### src/rtl/serial_add_seq.sv
// Bit-serial adder sequencer: latches two operands, adds them LSB-first through a
// carry-registered full-adder slice built from two half-adder stages, then pulses done.

module serial_add_seq_ha (
  input  logic x,
  input  logic y,
  output logic s,
  output logic c
);
  assign s = x ^ y;
  assign c = x & y;
endmodule

module serial_add_seq #(
  parameter int unsigned WIDTH = 8
) (
  input  logic             clk,
  input  logic             rst_n,
  input  logic             ena,
  input  logic             start,
  input  logic [WIDTH-1:0] a,
  input  logic [WIDTH-1:0] b,
  output logic [WIDTH-1:0] sum,
  output logic             cout,
  output logic             busy,
  output logic             done
);

  localparam int unsigned CW = (WIDTH > 2) ? $clog2(WIDTH) : 1;

  typedef enum logic [1:0] {
    ST_IDLE  = 2'd0,
    ST_SHIFT = 2'd1,
    ST_DONE  = 2'd2
  } state_t;

  state_t           state_q, state_d;
  logic [WIDTH-1:0] a_sh_q, a_sh_d;
  logic [WIDTH-1:0] b_sh_q, b_sh_d;
  logic [WIDTH-1:0] sum_q, sum_d;
  logic [CW-1:0]    cnt_q, cnt_d;
  logic             c_q, c_d;
  logic             cout_q, cout_d;

  logic ha0_s, ha0_c, ha1_s, ha1_c;
  logic bit_sum, bit_carry;

  // Full-adder slice: first stage adds the operand bits, second folds in the carry.
  serial_add_seq_ha u_ha0 (
    .x (a_sh_q[0]),
    .y (b_sh_q[0]),
    .s (ha0_s),
    .c (ha0_c)
  );

  serial_add_seq_ha u_ha1 (
    .x (ha0_s),
    .y (c_q),
    .s (ha1_s),
    .c (ha1_c)
  );

  assign bit_sum   = ha1_s;
  assign bit_carry = ha0_c | ha1_c;

  always_comb begin
    state_d = state_q;
    a_sh_d  = a_sh_q;
    b_sh_d  = b_sh_q;
    sum_d   = sum_q;
    cnt_d   = cnt_q;
    c_d     = c_q;
    cout_d  = cout_q;
    if (ena) begin
      unique case (state_q)
        ST_IDLE: begin
          if (start) begin
            a_sh_d  = a;
            b_sh_d  = b;
            c_d     = 1'b0;
            cnt_d   = '0;
            state_d = ST_SHIFT;
          end
        end
        ST_SHIFT: begin
          c_d    = bit_carry;
          sum_d  = {bit_sum, sum_q[WIDTH-1:1]};
          a_sh_d = {1'b0, a_sh_q[WIDTH-1:1]};
          b_sh_d = {1'b0, b_sh_q[WIDTH-1:1]};
          cnt_d  = cnt_q + CW'(1);
          if (cnt_q == CW'(WIDTH - 1)) begin
            cout_d  = bit_carry;
            state_d = ST_DONE;
          end
        end
        ST_DONE: begin
          state_d = ST_IDLE;
        end
        default: begin
          state_d = ST_IDLE;
        end
      endcase
    end
  end

  always_ff @(posedge clk or negedge rst_n) begin
    if (!rst_n) begin
      state_q <= ST_IDLE;
      a_sh_q  <= '0;
      b_sh_q  <= '0;
      sum_q   <= '0;
      cnt_q   <= '0;
      c_q     <= 1'b0;
      cout_q  <= 1'b0;
    end else begin
      state_q <= state_d;
      a_sh_q  <= a_sh_d;
      b_sh_q  <= b_sh_d;
      sum_q   <= sum_d;
      cnt_q   <= cnt_d;
      c_q     <= c_d;
      cout_q  <= cout_d;
    end
  end

  assign sum  = sum_q;
  assign cout = cout_q;
  assign busy = (state_q != ST_IDLE);
  assign done = (state_q == ST_DONE);

endmodule
### config.mk
export PLATFORM = sky130hd
export DESIGN_NAME = serial_add_seq
export DESIGN_NICKNAME = d
export VERILOG_FILES = /design/src/rtl/serial_add_seq.sv
export SDC_FILE = /design/constraint.sdc
export NUM_CORES = 1
export LEC_CHECK = 0
export CAP_MARGIN = 20
export CORE_ASPECT_RATIO = 1.25
export CORE_UTILIZATION = 35
export CTS_CLUSTER_SIZE = 40
export DETAILED_ROUTE_END_ITERATION = 10
export PLACE_DENSITY = 0.6
export SLEW_MARGIN = 20
export SYNTH_ARGS = -nofsm -noshare
export SYNTH_HDL_FRONTEND = slang
export SYNTH_SLANG_ARGS = --single-unit
### constraint.sdc
create_clock -name clk -period 3.8 [get_ports clk]
set_input_delay 1.14 -clock clk [delete_from_list [all_inputs] [get_ports clk]]
set_output_delay 1.14 -clock clk [all_outputs]
set_load 0.01 [all_outputs]
# After elaboration in Yosys (flattened, before gate mapping)
# Cells that the tools add are included.
# classes
n_addsub	1
mul	0
n_div	0
n_lt_le_gt_ge	0
eq_ne	5
n_shift	0
mux	11
bitwise_logic	5
reduce_logical	7
# op_table
op	count
8-bit one-hot mux with 2 select lines	2
8-bit 2-to-1 mux	2
3-bit AND reduction	3
3-bit one-hot mux with 2 select lines	1
2-bit 2-to-1 mux	2
2-bit != test, second input constant	2
2-bit one-hot mux with 2 select lines	1
2-bit nonzero test	2
3-bit by 1-bit adder with 3-bit output, second input constant	1
3-bit equality test, second input constant	1
3-bit 2-to-1 mux	1
1-bit AND	2
2-bit by 1-bit equality test with 1-bit output, second input constant	1
2-bit equality test, second input constant	1
2-bit zero test	1
1-bit one-hot mux with 2 select lines	1
2-bit AND reduction	1
1-bit bitwise XOR	2
1-bit 2-to-1 mux	1
1-bit bitwise OR	1
# word_totals
register_bits	31
latchBits	0
ram_bits	0
mem_bits_ro	0
input_bits	20
output_inout_bits	11
elab_cells	36
mem_count	0

# Depth between registers and ports, before layout
# logic_depth
word_depth	4
depth_mapped	5
mapped_depth_nobuf	5

# Modules after synthesis
# Synthesis repeated with hierarchy kept, for this count alone.
# unflattened
hier_cells	118
hier_area_um2	1466.4
# modules_own_cells
mod	n_inst	cells_each	area_per_inst_um2
serial_add_seq	1	116	1441.4
serial_add_seq_ha	2	1	12.5

# Worst setup path after synthesis
# Ideal clock, no wire load.
# synth_timing
kind	reg2out
startpoint	register state_q[0]
endpoint	output done
arrival_ps	887
required_time_ps	2660
setup_slack_ps	1773
stages_incl_launch_ff	4
n_path_buf	2
cell_sequence	dfrtp_1 > clkbuf_8 > buf_2 > nor2_1
# synth_between
elab_chain_cells	1
# synth_lines
element	line	rtl
start, declared	37	state_t state_q, state_d;
start signal, assigned	116	state_q <= state_d;
2-bit equality test	129	assign done = (state_q == ST_DONE);
end, declared	26	output logic done
# Every way passes these cells.

# Worst setup path after layout
# layout_timing
startpoint	register state_q[1]
endpoint	output done
# The elaborated chain is that of the path after synthesis.

==> flow_summary_export.csv <==
group,metric,value,unit
outcome,outcome,"complete, no violations",
clock_network,clkSinkCount,31,
route,drtAntennaViolNets,0,
setup_path,crit_path_start_kind,"flop",
synthesis,synth_top_family_by_area,"multiplexers",
pwr,p_per_area,588.3,nW/um^2
final_layout,layout_commonest_cell,"dfrtp_1",
floorplan,dieArea,4495,sq um
route,drc_errors,0,
clock_network,clock_path_buffers,2,
route,wl,2854,um
min_path,hold_path_depth,1,
sta,final.setup.worst_slack,1240,ps
sta,hold_violations,0,
placement,hpwl,1899,um
setup_path,crit_buf_inv,2,
setup_path,critPathKind,"flop to output port",
route,num_vias,1011,
final_layout,fillerInstances,413,
synthesis,synth_top_cell_by_area,"dfrtp_1",
clock_network,cts_tree,"done",
floorplan,initial_utilization,0.3640,
route,vias_per_cell,4.932,
grt,grt_pass1_wl,4705,um
synthesis,synth.cell_area,1480,sq um
setup_path,cp_top_family,"buffers and inverters",
synthesis,synthAdderAreaFrac,0.03043,
setup_path,r2r_slack,2330,ps
grt,grtUsageTotal,0.1465,
floorplan,ios,31,
placement,gp_congestion,0.7180,
grt,grt_max_degree,32,
sta,slew_viol_final,0,
final_layout,syn2layout_area_growth,27.30,%
setup_path,cp-end-kind,"output port",
setup_path,crit_path_max_incr_delay,540,ps
setup_path,timing.rr.start,"state_q[0]",
final_layout,layout.nets,171,
synthesis,postSynthCellCount,116,
sta,period_needed,2560,ps
synthesis,postSynthAreaPerCell,12.76,sq um
setup_path,reg2regPathDepth,3,
setup_path,regToRegEndpoint,"b_sh_q[6]",
setup_path,endpoint,"done",
pwr,total_power,1.109,mW
synthesis,synth.ff_latch_count,31,
min_path,hp-class,"flop to flop",
clock_network,clk_pin_slew_worst_paths,60,ps
setup_path,cp.arrival,1420,ps
setup_path,crit_required,2660,ps
route,initialDrtViolationCount,35,
final_layout,drive_above_1_share,0.1544,
setup_path,path_cells,"inv_1 -> nor2_1 -> clkdlybuf4s50_1",
sta,max_freq,0.3907,GHz
sta,clock_skew,1.161,ps
route,drt_first_pass_iters,4,
sta,setup_viol,0,
floorplan,die_x,60.17,um
synthesis,muxShareOfSynthArea,0.1860,
floorplan,rows,26,
sta,final.period_utilization,0.6736,
synthesis,synth_xor_area_frac,0,
synthesis,syn_nets,139,
clock_network,insertion_delay,280,ps
route,wl_per_cell,13.92,um
synthesis,synth_top_area_frac,0.5241,
clock_network,cts_setup_buffers,0,
grt,grt.overflow.total,0,
setup_path,cp_max_fo,3,
synthesis,synth_compound_area_frac,0.1589,
grt,antenna_found_initial,0,
sta,worstMarginPinSlew,582.9,ps
clock_network,cts_made_buffers,5,
synthesis,yosysUniqueCellTypes,24,
grt,grt_pass1_vias,1037,
floorplan,core-area,4066,sq um
setup_path,critPathLaunch,"state_q[1]",
setup_path,crit_path_top_delay_cell,"clkdlybuf4s50_1",
clock_network,ctsResizeCount,0,
final_layout,mostFrequentLayoutCells,"31 x dfrtp_1, 30 x clkdlybuf4s50_1, 24 x o21ai_0",
sta,rsz0062_at_grt,"false",
synthesis,ys_warn_count,0,
pwr,leakagePower,0.8466,nW
sta,relSlewSlack,0.6114,
setup_path,cp.depth,3,
floorplan,die_h,74.71,um
synthesis,synth-simple-area-share,0.05325,
placement,dp_slack,1178,ps
pwr,vdd_ir_drop_max,0.1853,mV
flow_run,maxCapViolCount,0,
final_layout,diodes,0,
sta,fin_tns_setup,0,ps
clock_network,ctsHtreeMaxLevel,2,
synthesis,ys_seq_area_frac,0.5241,
clock_network,clock-root-buffer,"clkbuf_8",
clock_network,cts_hold_buf,0,
synthesis,synth.area.top_cells,"dfrtp_1 52%, mux2i_1 9.5%, mux2_4 9.1%",
placement,port_buffers,30,
==> cell usage after synthesis <==
master,instances
clkbuf_8,1
o21ai_0,24
o21ai_2,2
nand2b_1,1
nor2_4,1
ha_1,2
fa_1,1
o21ai_4,1
mux2i_1,14
inv_1,2
and2_1,1
a32o_1,3
buf_6,3
o22ai_1,1
o21ai_1,9
nand2_1,2
mux2_4,9
nand2_8,1
dfrtp_1,31
nor2_1,1
nand3_1,2
nor2b_4,1
buf_2,2
clkbuf_2,1
==> state kept, by name, summed over array words and instances (netlist names) <==
register and count:
a_sh_q 8, b_sh_q 8, sum 8, cnt_q 3, state_q 2, c_q 1, cout 1
==> where the power goes <==
part	total [mW]	leakage (nW)	switching (mW)	internal, mW
Sequential	0.497	0.392	0.0662	0.431
Combinational	0.365	0.412	0.142	0.223
Clock	0.246	0.0422	0.118	0.128
==> layout make-up <==
cell class                 count  area, sq um  area share
multi-input combinational     76        634.4      0.3367
clock inverter                 1        5.005    0.002656
timing repair buffer          32        315.3      0.1673
sequential                    31        775.7      0.4117
tap                           56        70.07     0.03718
inverter                       2        7.507    0.003984
clock buffer                   7        76.32     0.04050
==> routing by layer <==
metal,vias to the layer above,global-route usage,routed length [um]
met4,0,0.06977,42
met5,-,0,0
met2,33,0.2418,1400
met1,494,0.1687,1260
met3,5,0.04983,151
li1,479,-,-
==> logic make-up (layout without fill, tap and decap cells) <==
| family | count (synthesis) | after routing |
|---|---|---|
| compound gates | 40 | 40 |
| fa+ha+maj | 3 | 3 |
| buf+inv | 9 | 42 |
| flops | 31 | 31 |
| mux | 23 | 23 |
| simple gates | 10 | 10 |
==> worst reg2reg max path: stages, from the launching register on <==
cell and delay (ps):
dfrtp_1 390, buf_4 260, o21ai_4 480, o21ai_0 200
==> how the worst min path moves through the flow <==
stage                   from       end  slack [ps]
floorplan           cnt_q[0]  cnt_q[0]         450
global placement    cnt_q[1]  cnt_q[1]         480
detailed placement  cnt_q[0]  cnt_q[0]         490
CTS                 cnt_q[1]  cnt_q[1]         510
global route        cnt_q[0]  cnt_q[0]         520
finish              cnt_q[1]  cnt_q[1]         510
==> metrics by stage <==
stage                     cells  hold WS (ps)  utilization  instance area [sq um]
after floorplan             116         446.2            -                   1480
after global placement      197         480.7       0.4434                   1803
after detailed placement    197         493.8       0.4434                   1803
after CTS                   205         509.1       0.4634                   1884
after global routing        205         515.2       0.4634                   1884
final                       205         506.3       0.4634                   1884
No activity file was read; power rests on OpenSTA's default activity.
